## src/rtl/seq_restoring_divider_pkg.sv

```systemverilog
// Shared types and constants for the sequential restoring divider.
package div_pkg;
  typedef enum logic {IDLE, RUN} state_t;

  localparam int DIV_WIDTH_DEFAULT = 6;

  // The counter must be able to count the iterations 0..WIDTH-1.
  function automatic int ctr_w(input int w);
    return $clog2(w + 1);
  endfunction
endpackage

```

## src/rtl/seq_restoring_divider_if.sv

```systemverilog
// Start/busy/done handshake and operand/result bus of the divider.
interface seq_restoring_divider_if #(parameter int WIDTH = div_pkg::DIV_WIDTH_DEFAULT);
  logic             start;
  logic [WIDTH-1:0] dividend;
  logic [WIDTH-1:0] divisor;
  logic             busy;
  logic             done;
  logic [WIDTH-1:0] quotient;
  logic [WIDTH-1:0] remainder;
  logic             div_by_zero;

  modport master (output start, dividend, divisor,
                  input  busy, done, quotient, remainder, div_by_zero);
  modport slave  (input  start, dividend, divisor,
                  output busy, done, quotient, remainder, div_by_zero);
endinterface

```

## src/rtl/seq_restoring_divider_step.sv

```systemverilog
// One restoring-division iteration: shift in a dividend bit, trial subtract, restore on borrow.
module div_step #(parameter int WIDTH = 6) (
  input  logic [WIDTH-1:0] i_r,
  input  logic             i_q_msb,
  input  logic [WIDTH-1:0] i_d,
  output logic [WIDTH-1:0] o_r,
  output logic             o_qbit
);
  logic [WIDTH-1:0] w_rs;
  logic [WIDTH:0]   w_t;

  // R before the shift is always below 2^(WIDTH-1), so dropping its msb loses nothing.
  assign w_rs   = {i_r[WIDTH-2:0], i_q_msb};
  assign w_t    = {1'b0, w_rs} - {1'b0, i_d};
  assign o_qbit = ~w_t[WIDTH];
  assign o_r    = o_qbit ? w_t[WIDTH-1:0] : w_rs;
endmodule

```

## src/rtl/seq_restoring_divider.sv

```systemverilog
// Unsigned sequential restoring divider, one quotient bit per clock.
// DIVZERO_EARLY_EN: finish a zero-divisor request one cycle after acceptance.
module seq_restoring_divider
  import div_pkg::*;
#(
  parameter int WIDTH = DIV_WIDTH_DEFAULT
) (
  input  logic                  clk,
  input  logic                  rst,
  seq_restoring_divider_if.slave bus
);
  localparam int CTR_W = ctr_w(WIDTH);

  state_t           r_state, w_state;
  logic [WIDTH-1:0] r_r, w_r, r_q, w_q, r_d, w_d;
  logic [WIDTH-1:0] r_quot, w_quot, r_rem, w_rem;
  logic [CTR_W-1:0] r_ctr, w_ctr;
  logic             r_busy, w_busy, r_done, w_done, r_dbz, w_dbz;
  logic [WIDTH-1:0] w_step_r;
  logic             w_qbit, w_last;

  div_step #(.WIDTH(WIDTH)) u_step (
    .i_r    (r_r),
    .i_q_msb(r_q[WIDTH-1]),
    .i_d    (r_d),
    .o_r    (w_step_r),
    .o_qbit (w_qbit)
  );

  always_comb begin
    w_state = r_state;
    w_r     = r_r;
    w_q     = r_q;
    w_d     = r_d;
    w_ctr   = r_ctr;
    w_quot  = r_quot;
    w_rem   = r_rem;
    w_busy  = r_busy;
    w_dbz   = r_dbz;
    w_done  = 1'b0;
    w_last  = (r_ctr == CTR_W'(WIDTH - 1));
    case (r_state)
      IDLE: begin
        if (bus.start) begin
          w_q     = bus.dividend;
          w_d     = bus.divisor;
          w_r     = '0;
          w_ctr   = '0;
          w_dbz   = 1'b0;
          w_busy  = 1'b1;
          w_state = RUN;
        end
      end
      RUN: begin
`ifdef DIVZERO_EARLY_EN
        if (r_d == '0) begin
          // Q still holds the untouched dividend on the first RUN cycle.
          w_quot  = '1;
          w_rem   = r_q;
          w_dbz   = 1'b1;
          w_done  = 1'b1;
          w_busy  = 1'b0;
          w_state = IDLE;
        end else
`endif
        begin
          w_r   = w_step_r;
          w_q   = {r_q[WIDTH-2:0], w_qbit};
          w_ctr = r_ctr + CTR_W'(1);
          if (w_last) begin
            w_quot  = {r_q[WIDTH-2:0], w_qbit};
            w_rem   = w_step_r;
            w_dbz   = (r_d == '0);
            w_done  = 1'b1;
            w_busy  = 1'b0;
            w_state = IDLE;
          end
        end
      end
      default: w_state = IDLE;
    endcase
  end

  always_ff @(posedge clk or posedge rst) begin
    if (rst) begin
      r_state <= IDLE;
      r_r     <= '0;
      r_q     <= '0;
      r_d     <= '0;
      r_ctr   <= '0;
      r_quot  <= '0;
      r_rem   <= '0;
      r_busy  <= 1'b0;
      r_done  <= 1'b0;
      r_dbz   <= 1'b0;
    end else begin
      r_state <= w_state;
      r_r     <= w_r;
      r_q     <= w_q;
      r_d     <= w_d;
      r_ctr   <= w_ctr;
      r_quot  <= w_quot;
      r_rem   <= w_rem;
      r_busy  <= w_busy;
      r_done  <= w_done;
      r_dbz   <= w_dbz;
    end
  end

  assign bus.busy        = r_busy;
  assign bus.done        = r_done;
  assign bus.quotient    = r_quot;
  assign bus.remainder   = r_rem;
  assign bus.div_by_zero = r_dbz;
endmodule

```

## src/flat_wrapper.sv

```systemverilog
// flat-port wrapper written by rule: the top's interface ports become plain ports
module seq_restoring_divider_flat import div_pkg::*;
#(
  parameter int WIDTH = DIV_WIDTH_DEFAULT
)
  (clk, rst, bus_start, bus_dividend, bus_divisor, bus_busy, bus_done, bus_quotient, bus_remainder, bus_div_by_zero);
  seq_restoring_divider_if #(.WIDTH(WIDTH)) bus_i ();
  input  logic clk;
  input  logic rst;
  input wire logic [$bits(bus_i.start)-1:0] bus_start;
  input wire logic [$bits(bus_i.dividend)-1:0] bus_dividend;
  input wire logic [$bits(bus_i.divisor)-1:0] bus_divisor;
  output wire logic [$bits(bus_i.busy)-1:0] bus_busy;
  output wire logic [$bits(bus_i.done)-1:0] bus_done;
  output wire logic [$bits(bus_i.quotient)-1:0] bus_quotient;
  output wire logic [$bits(bus_i.remainder)-1:0] bus_remainder;
  output wire logic [$bits(bus_i.div_by_zero)-1:0] bus_div_by_zero;
  assign bus_i.start = bus_start;
  assign bus_i.dividend = bus_dividend;
  assign bus_i.divisor = bus_divisor;
  assign bus_busy = bus_i.busy;
  assign bus_done = bus_i.done;
  assign bus_quotient = bus_i.quotient;
  assign bus_remainder = bus_i.remainder;
  assign bus_div_by_zero = bus_i.div_by_zero;
  seq_restoring_divider #(.WIDTH(WIDTH)) u_core (.clk(clk), .rst(rst), .bus(bus_i));
endmodule
```

## config.mk

```make
export PLATFORM = sky130hd
export DESIGN_NAME = seq_restoring_divider_flat
export DESIGN_NICKNAME = d
export VERILOG_FILES = /design/src/rtl/seq_restoring_divider_pkg.sv /design/src/rtl/seq_restoring_divider_if.sv /design/src/rtl/seq_restoring_divider_step.sv /design/src/rtl/seq_restoring_divider.sv /design/src/flat_wrapper.sv
export SDC_FILE = /design/constraint.sdc
export NUM_CORES = 1
export LEC_CHECK = 0
export ABC_AREA = 1
export BUFFER_PORTS_ARGS = -buffer_cell sky130_fd_sc_hd__buf_2
export CORE_ASPECT_RATIO = 0.9
export CORE_MARGIN = 1.5
export CORE_UTILIZATION = 40
export CTS_BUF_LIST = sky130_fd_sc_hd__clkbuf_16
export DETAILED_ROUTE_END_ITERATION = 10
export PLACE_DENSITY = 0.64
export RECOVER_POWER = 100
export SLEW_MARGIN = 0
export SYNTH_ARGS = -nofsm -noshare
export SYNTH_HDL_FRONTEND = slang
export SYNTH_HIERARCHICAL = 1
export SYNTH_SLANG_ARGS = --single-unit
```

## constraint.sdc

```tcl
create_clock -name clk -period 3.6 [get_ports clk]
set_clock_uncertainty 0.1 [all_clocks]
set_input_delay 0.72 -clock clk [delete_from_list [all_inputs] [get_ports clk]]
set_output_delay 0.72 -clock clk [all_outputs]
set_load 0.01 [all_outputs]
```

# Yosys cells after proc, flatten, opt, wreduce, memory -nomap -nowiden
# Index checks and enable logic that the tools add are counted.
# word_totals
latch_bits	0
inputBits	15
romBits	0
ram_bits	0
reg_bits	36
wordCells	39
mem_count	0
# op_classes
addsub	2
n_eq_ne	3
n_mul	0
order_cmp	0
bitwise	2
n_reduce_logical	4
div_mod_pow	0
mux	18
shifts	0
# op_table
operator	count
2-to-1 mux 6 bit	2
one-hot mux 6 bit (2 select lines)	1
one-hot mux 5 bit (2 select lines)	1
2-to-1 mux 1 bit	8
subtractor 6 x 6 -> 7 bit	1
logical NOT 6 bit	1
one-hot mux 1 bit (2 select lines)	3
one-hot mux 3 bit (2 select lines)	1
AND reduction 2 bit	3
2-to-1 mux 5 bit	1
!= test 2 bit, second input constant	2
adder 3 x 1 -> 3 bit, second input constant	1
== test 3 bit, second input constant	1
2-to-1 mux 3 bit	1
NOT 1 bit	2

# Depth between registers and ports, before layout
# Gate-level depths: netlist of the first run.
# logic_depth
word_depth	3
ltp_mapped	12
ltp_nobuf	12

# By module
# The synthesis of the first run kept the hierarchy.
# modules_own_cells
module	cells_per_inst	area_each_um2	seq_area_each_um2	n_inst
seq_restoring_divider	154	1521.5	925.9	1
div_step	73	415.4	0.0	1

# Least setup slack after synthesis of the first run
# OpenSTA, ideal clock, no wires.
# synth_timing
kind	flip-flop to flip-flop
startpoint	register u_core.r_q[5]
endpoint	register u_core.r_r[2]
setup_slack_ns	1.737
stages_incl_launch_ff	11
required_time_ns	3.417
arrival_time_ns	1.680
cell_sequence	dfrtp_1 > inv_1 > ha_1 > inv_1 > fa_1 > nand4_2 > nand3_2 > buf_6 > o21ai_1 > inv_1 > o21ai_0
# synth_via
elab_chain_len	3
# synth_lines
element	line	rtl
start: declaration	seq_restoring_divider.sv:15	logic [WIDTH-1:0] r_r, w_r, r_q, w_q, r_d, w_d;
start signal: assignment	seq_restoring_divider.sv:99	r_q <= w_q;
subtractor 6 x 6 -> 7 bit	seq_restoring_divider_step.sv:14	assign w_t = {1'b0, w_rs} - {1'b0, i_d};
2-to-1 mux 6 bit	seq_restoring_divider_step.sv:16	assign o_r = o_qbit ? w_t[WIDTH-1:0] : w_rs;
named net u_core.w_step_r[2]	seq_restoring_divider.sv:19	logic [WIDTH-1:0] w_step_r;
one-hot mux 5 bit (2 select lines)	seq_restoring_divider.sv:42	case (r_state)
end signal: assignment	seq_restoring_divider.sv:98	r_r <= w_r;
end: declaration	seq_restoring_divider.sv:15	
# The timed path passes the listed nets, and every way through them passes these cells.
# A chain may end at the register's enable or synchronous reset.

# Final worst setup path of the first run
# layout_timing
startpoint	register u_core.r_state
endpoint	register u_core.r_rem[3] (netlist: u_core/bus.remainder[3])
# layout_via
elab_chain_len	1
# layout_lines
element	line	rtl
start: declaration	seq_restoring_divider.sv:14	state_t r_state, w_state;
start signal: assignment	seq_restoring_divider.sv:97	r_state <= w_state;
AND reduction 2 bit (no line)	--	
end signal: assignment	seq_restoring_divider.sv:103	r_rem <= w_rem;
end: declaration	seq_restoring_divider.sv:16	logic [WIDTH-1:0] r_quot, w_quot, r_rem, w_rem;
# No other way between the ends.

==> results of run 1 <==
==> sequential cells by signal, indices dropped and copies added, names as in the netlist, 3 cells and up <==
name and count:
u_core/r_ctr 3, u_core/r_q 6, u_core/r_r 5, u_core/bus.remainder 6, u_core/bus.quotient 6, u_core/r_d 6
==> path summary, 6_finish.rpt <==
| check | endpoint | startpoint | cells after the start | slack, ns |
|---|---|---|---|---|
| max in group asynchronous | u_core/bus.remainder[5] | rst | 3 | 1.28 |
| min in group asynchronous | u_core/r_d[1] | rst | 3 | 1.02 |
| max reg2reg | u_core/bus.remainder[3] | u_core/r_state | 4 | 1.15 |
| min | u_core/bus.quotient[4] | u_core/bus.quotient[4] | 2 | 0.37 |
| min reg2reg | u_core/bus.quotient[4] | u_core/bus.quotient[4] | 2 | 0.37 |
| max | u_core/bus.remainder[3] | u_core/r_state | 4 | 1.15 |
==> area by class of cell <==
| class | instances | area, um2 |
|---|---|---|
| clock buffers | 5 | 125 |
| clock inverters | 2 | 7.51 |
| fillers | 491 | 2400 |
| inverters | 37 | 140 |
| multi-input cells | 145 | 737 |
| flip-flops and latches | 36 | 901 |
| well taps | 62 | 77.6 |
| repair buffers | 31 | 134 |
==> tightest hold or removal path: cells and delay by family, from the launching register on <==
| kind | cells | cell delay (ns) |
|---|---|---|
| DFF | 1 | 0.34 |
| and+or+nand+nor | 2 | 0.11 |
==> power breakdown <==
part | total [mW] | internal (mW) | switching, mW
clock network | 0.389 | 0.247 | 0.142
registers | 0.722 | 0.597 | 0.124
logic | 1.07 | 0.389 | 0.681
total | 2.18 | 1.23 | 0.947
==> metal layers <==
| metal | part of all wire (%) | track usage (%) |
|---|---|---|
| met5 | 0 | 0 |
| met2 | 43 | 22.9 |
| met4 | 0.65 | 5.36 |
| met1 | 53 | 22.3 |
| met3 | 3.6 | 4.42 |
==> through the flow <==
step / utilization, % / hold WS (ns) / worst slack (ns) / power [mW] / instances
after floorplan: - / 0.358 / 1.74 / 1.72 / 224
after global placement: 46.3 / 0.355 / 1.62 / 1.94 / 311
after detailed placement: 46.3 / 0.356 / 1.50 / 1.97 / 311
after CTS: 49.2 / 0.369 / 1.50 / 2.37 / 318
after global routing: 47.0 / 0.407 / 0.818 / 2.44 / 318
final: 47.0 / 0.370 / 1.15 / 2.18 / 318
==> placed cells by master (no fill, tap or decap), types with 2 or more instances in the layout <==
cell type / count
nand2_1: 76
dfrtp_1: 36
inv_1: 35
o21ai_0: 24
clkbuf_1: 17
buf_2: 14
nor2_1: 9
nand3_1: 8
ha_1: 8
o211ai_1: 6
clkbuf_16: 5
nand2_2: 3
clkinv_1: 2
nand4_1: 2
a21oi_1: 2
==> results.toml, run 1 <==
[yosys]
synth_fp_nets = 248
postSynthCellCount = 224
avgSynthCellArea_um2 = 8.50
syn-cell-area_um2 = 1900
yosysWarnings = 6

[hold_path]
hp-class = "reg2reg"

[sta]
fmax_mhz = 407
tns_ns = 0
finalSetupViolCount = 0
rsz0062_at_grt = "no"
slew_violations = 37
fin_crit_sh_pct = 68.2
min_period_ns = 2.45
hold_violations = 0
worstMarginPinSlew_ns = 1.90
slew_headroom_pct = -26.8

[global_route]
grt_use_total_pct = 15.7
grt_max_degree = 37
grt_pass1_wl_um = 5930
antenna_found_initial = 0
overflow = 0
grt_pass1_vias = 1268

[power_and_ir_drop]
p_per_area_nw_per_um2 = 1030
vdd_ir_drop_max_uv = 398
p_leak_nw = 1.09

[clock_tree]
cts_buffer_depth = 2
post_cts_buffers = 0
holdBufCountCts = 0
clk_pin_slew_worst_paths_ns = 0.05
cts_sinks = 36
cts_tree = "done"
clockRootBuffer = "clkbuf_16"
cts_resized = 0
h-tree-depth = 2
worstSkewPairLatency_ns = 0.27
cts_buffers = 5

[drt]
postRouteAntennaNets = 0
dr.pass1.iters = 4
viasPerCell = 4.56
drc = 0
wl_um = 3550
wl_per_cell_um = 11.2
detail_route.iter0.violations = 85
vias = 1449

[finish]
final_layout_size_suffix_gt1_share_pct = 10.5
diodes = 0
area_delta_synth_final_pct = 11.5
fin_area_um2 = 2120
nets = 280

[worst_setup_path]
crit_chain = "inv_1 > nor2_1 > clkinvlp_2 > o21ai_0"
required_ns = 3.65
crit_slowest_cell = "clkinvlp_2"
end_kind = "register"
path_delay_family = "buffers and inverters"
cp_max_fo = 25
max_stage_delay_ns = 0.74
cp.arrival_ns = 2.51
start_kind = "register"
crit_type = "reg2reg"
critPathBufInv = 2

[placed_design]
place_congestion = 0.810
place_area_um2 = 2090
place_hpwl_um = 2650
port_buffers = 29

[floorplan]
io_pins = 30
fp.dieH_um = 68.4
core_um2 = 4520
start_util_pct = 42.1
dieArea_um2 = 5180
die_w_um = 75.7
num_rows = 23

[flow_run]
max_cap_viol_count = 1

[status]
outcome = "finished, violations left"
violations = "max-capacitance violations, max-slew violations"
Power figures use the tool's default switching activity.
==> inputs of run 2 (changes only) <==
==> constraint.sdc (replaced) <==
create_clock -name clk -period 2.4 [get_ports clk]
set_clock_uncertainty 0.1 [all_clocks]
set_input_delay 0.48 -clock clk [delete_from_list [all_inputs] [get_ports clk]]
set_output_delay 0.48 -clock clk [all_outputs]
set_load 0.01 [all_outputs]
==> run 2 against run 1 <==
Net effect: the run now ends clean; utilization increased by 0.44 points; die area is the same; hold slack got worse by 0.068 ns; clock-buffer cell count unchanged; register-to-register slack lost 0.79 ns; fmax grew 20%; first-iteration DRC count is 4.7% lower; power grew 53%; sequential share of layout area fell by 0.40 points; cell count is 0.31% higher; final area up 0.94%; largest cell class unchanged; largest power group unchanged.
==> results.toml, run 2 (same netlist as run 1, synthesis figures left out) <==
[worst_setup_path]
end_kind = "register"
r2r_end = "u_core/r_r[2]"
timing.rr.start = "u_core/r_q[5]"
r2r_slack_ns = 0.36
crit_type = "reg2reg"
crit_slowest_cell = "fa_1"
start_kind = "register"
cp_common_cell = "inv_1"
crit_chain = "inv_1 > ha_1 > inv_1 > fa_1 > nand4_1 > nand3_2 > o21ai_0 > inv_1 > o21ai_0"
required_ns = 2.49
reg2reg_depth = 9
cp_max_fo = 12
max_stage_delay_ns = 0.42
cp.arrival_ns = 2.13

[drt]
wl_met2_um = 1660
met1_length_um = 1870
drc = 0
met3_length_um = 133
postRouteAntennaNets = 0
viasPerCell = 4.57
top_layer_used = "met4"
vias = 1458
dr.pass1.iters = 5
detail_route.iter0.violations = 81
wl_per_cell_um = 11.6
wl_um = 3700

[global_route]
antenna_found_initial = 0
grt_use_total_pct = 16.8
grt_pass1_wl_um = 6350
overflow = 0
grt_pass1_vias = 1364
grt_max_degree = 37

[floorplan]
io_pins = 30
core_um2 = 4520
fp.dieH_um = 68.4
num_rows = 23
start_util_pct = 42.1
dieArea_um2 = 5180
die_w_um = 75.7

[status]
outcome = "complete, no violations"

[clock_tree]
cts_buffers = 5
holdBufCountCts = 0
h-tree-depth = 2
cts_tree = "done"
cts_sinks = 36
clockRootBuffer = "clkbuf_16"
cts_resized = 0
cts_buffer_depth = 2
post_cts_buffers = 0
clk_pin_slew_worst_paths_ns = 0.05
worstSkewPairLatency_ns = 0.27

[finish]
fin_area_um2 = 2140
most-common-layout-cells = "nand2_1, inv_1, dfrtp_1, o21ai_0, clkbuf_1"
multiInputGateArea_um2 = 749
nets = 281
final_common_cell = "nand2_1"
seq_area_um2 = 901
final_layout_size_suffix_gt1_share_pct = 12.5
fillers = 490
area_delta_synth_final_pct = 12.6
diodes = 0

[power_and_ir_drop]
sequentialPowerShare_pct = 32.6
clkPwrFrac_pct = 17.8
pwr-share-comb_pct = 49.7
p_sw_share_pct = 44.1
p_per_area_nw_per_um2 = 1560
p_leak_nw = 1.10
switchingPower_mw = 1.47
vdd_ir_drop_max_uv = 550
internal-power_mw = 1.86

[placed_design]
place_ws_ns = 0.318
place_area_um2 = 2100
port_buffers = 29
place_hpwl_um = 2710
place_congestion = 0.813

[sta]
fmax_mhz = 489
fin_ws_ns = 0.356
tns_ns = 0
finalSetupViolCount = 0
fin_crit_sh_pct = 85.2
rsz0062_at_grt = "no"
slew_headroom_pct = 40.2
min_period_ns = 2.04
hold_violations = 0
worstMarginPinSlew_ns = 0.897
slew_violations = 0

[hold_path]
hp-class = "in2reg"
holdPathStages = 3
min_to = "u_core/r_d[4]"
hold_start = "bus_divisor[4]"

[flow_run]
max_cap_viol_count = 0
==> run 2: final cells by class <==
class	instances	area share [%]
timing repair buffer	32	6.66
sequential	36	42.1
tap	62	3.62
multi-input combinational	145	35.0
clock buffer	5	5.84
clock inverter	2	0.350
inverter	37	6.48
==> run 2: worst max path at each step <==
stage,to,slack (ns),start,depth (start not counted)
floorplan,u_core/r_r[2],0.54,u_core/r_q[5],10
global placement,u_core/r_r[3],0.42,u_core/r_q[5],9
detailed placement,u_core/r_r[2],0.32,u_core/r_q[5],9
CTS,u_core/r_r[2],0.29,u_core/r_q[5],9
global route,u_core/r_r[0],0.12,u_core/r_q[5],9
finish,u_core/r_r[2],0.36,u_core/r_q[5],9
==> run 2: routing by layer <==
metal,vias up,track usage (%)
met1,660,22.6
met2,28,26.3
met5,-,0
met3,7,4.42
met4,0,5.36
li1,763,-
==> run 2: through the flow <==
step	cells	total power, mW	hold slack, ns	util (%)
final	319	3.33	0.302	47.4
after global routing	319	3.73	0.316	47.4
after CTS	319	3.58	0.215	49.4
after detailed placement	312	2.97	0.356	46.4
after global placement	312	2.91	0.355	46.4
after floorplan	224	2.58	0.358	-
==> run 2: critical path, delay by kind of cell, from the launching register on <==
kind / cells / cell delay, ns
simple gates: 2 / 0.36
flops: 1 / 0.37
fa+ha+maj: 2 / 0.56
buf+inv: 3 / 0.23
compound gates: 2 / 0.35
==> run 2: power groups by stage <==
stage                     combinational (mW)  clock, mW  sequential [mW]
after floorplan                         1.48          0             1.10
after global placement                  1.83          0             1.08
after detailed placement                1.87          0             1.09
after CTS                               1.88      0.612             1.09
after global routing                    1.97      0.630             1.13
final                                   1.66      0.592             1.09
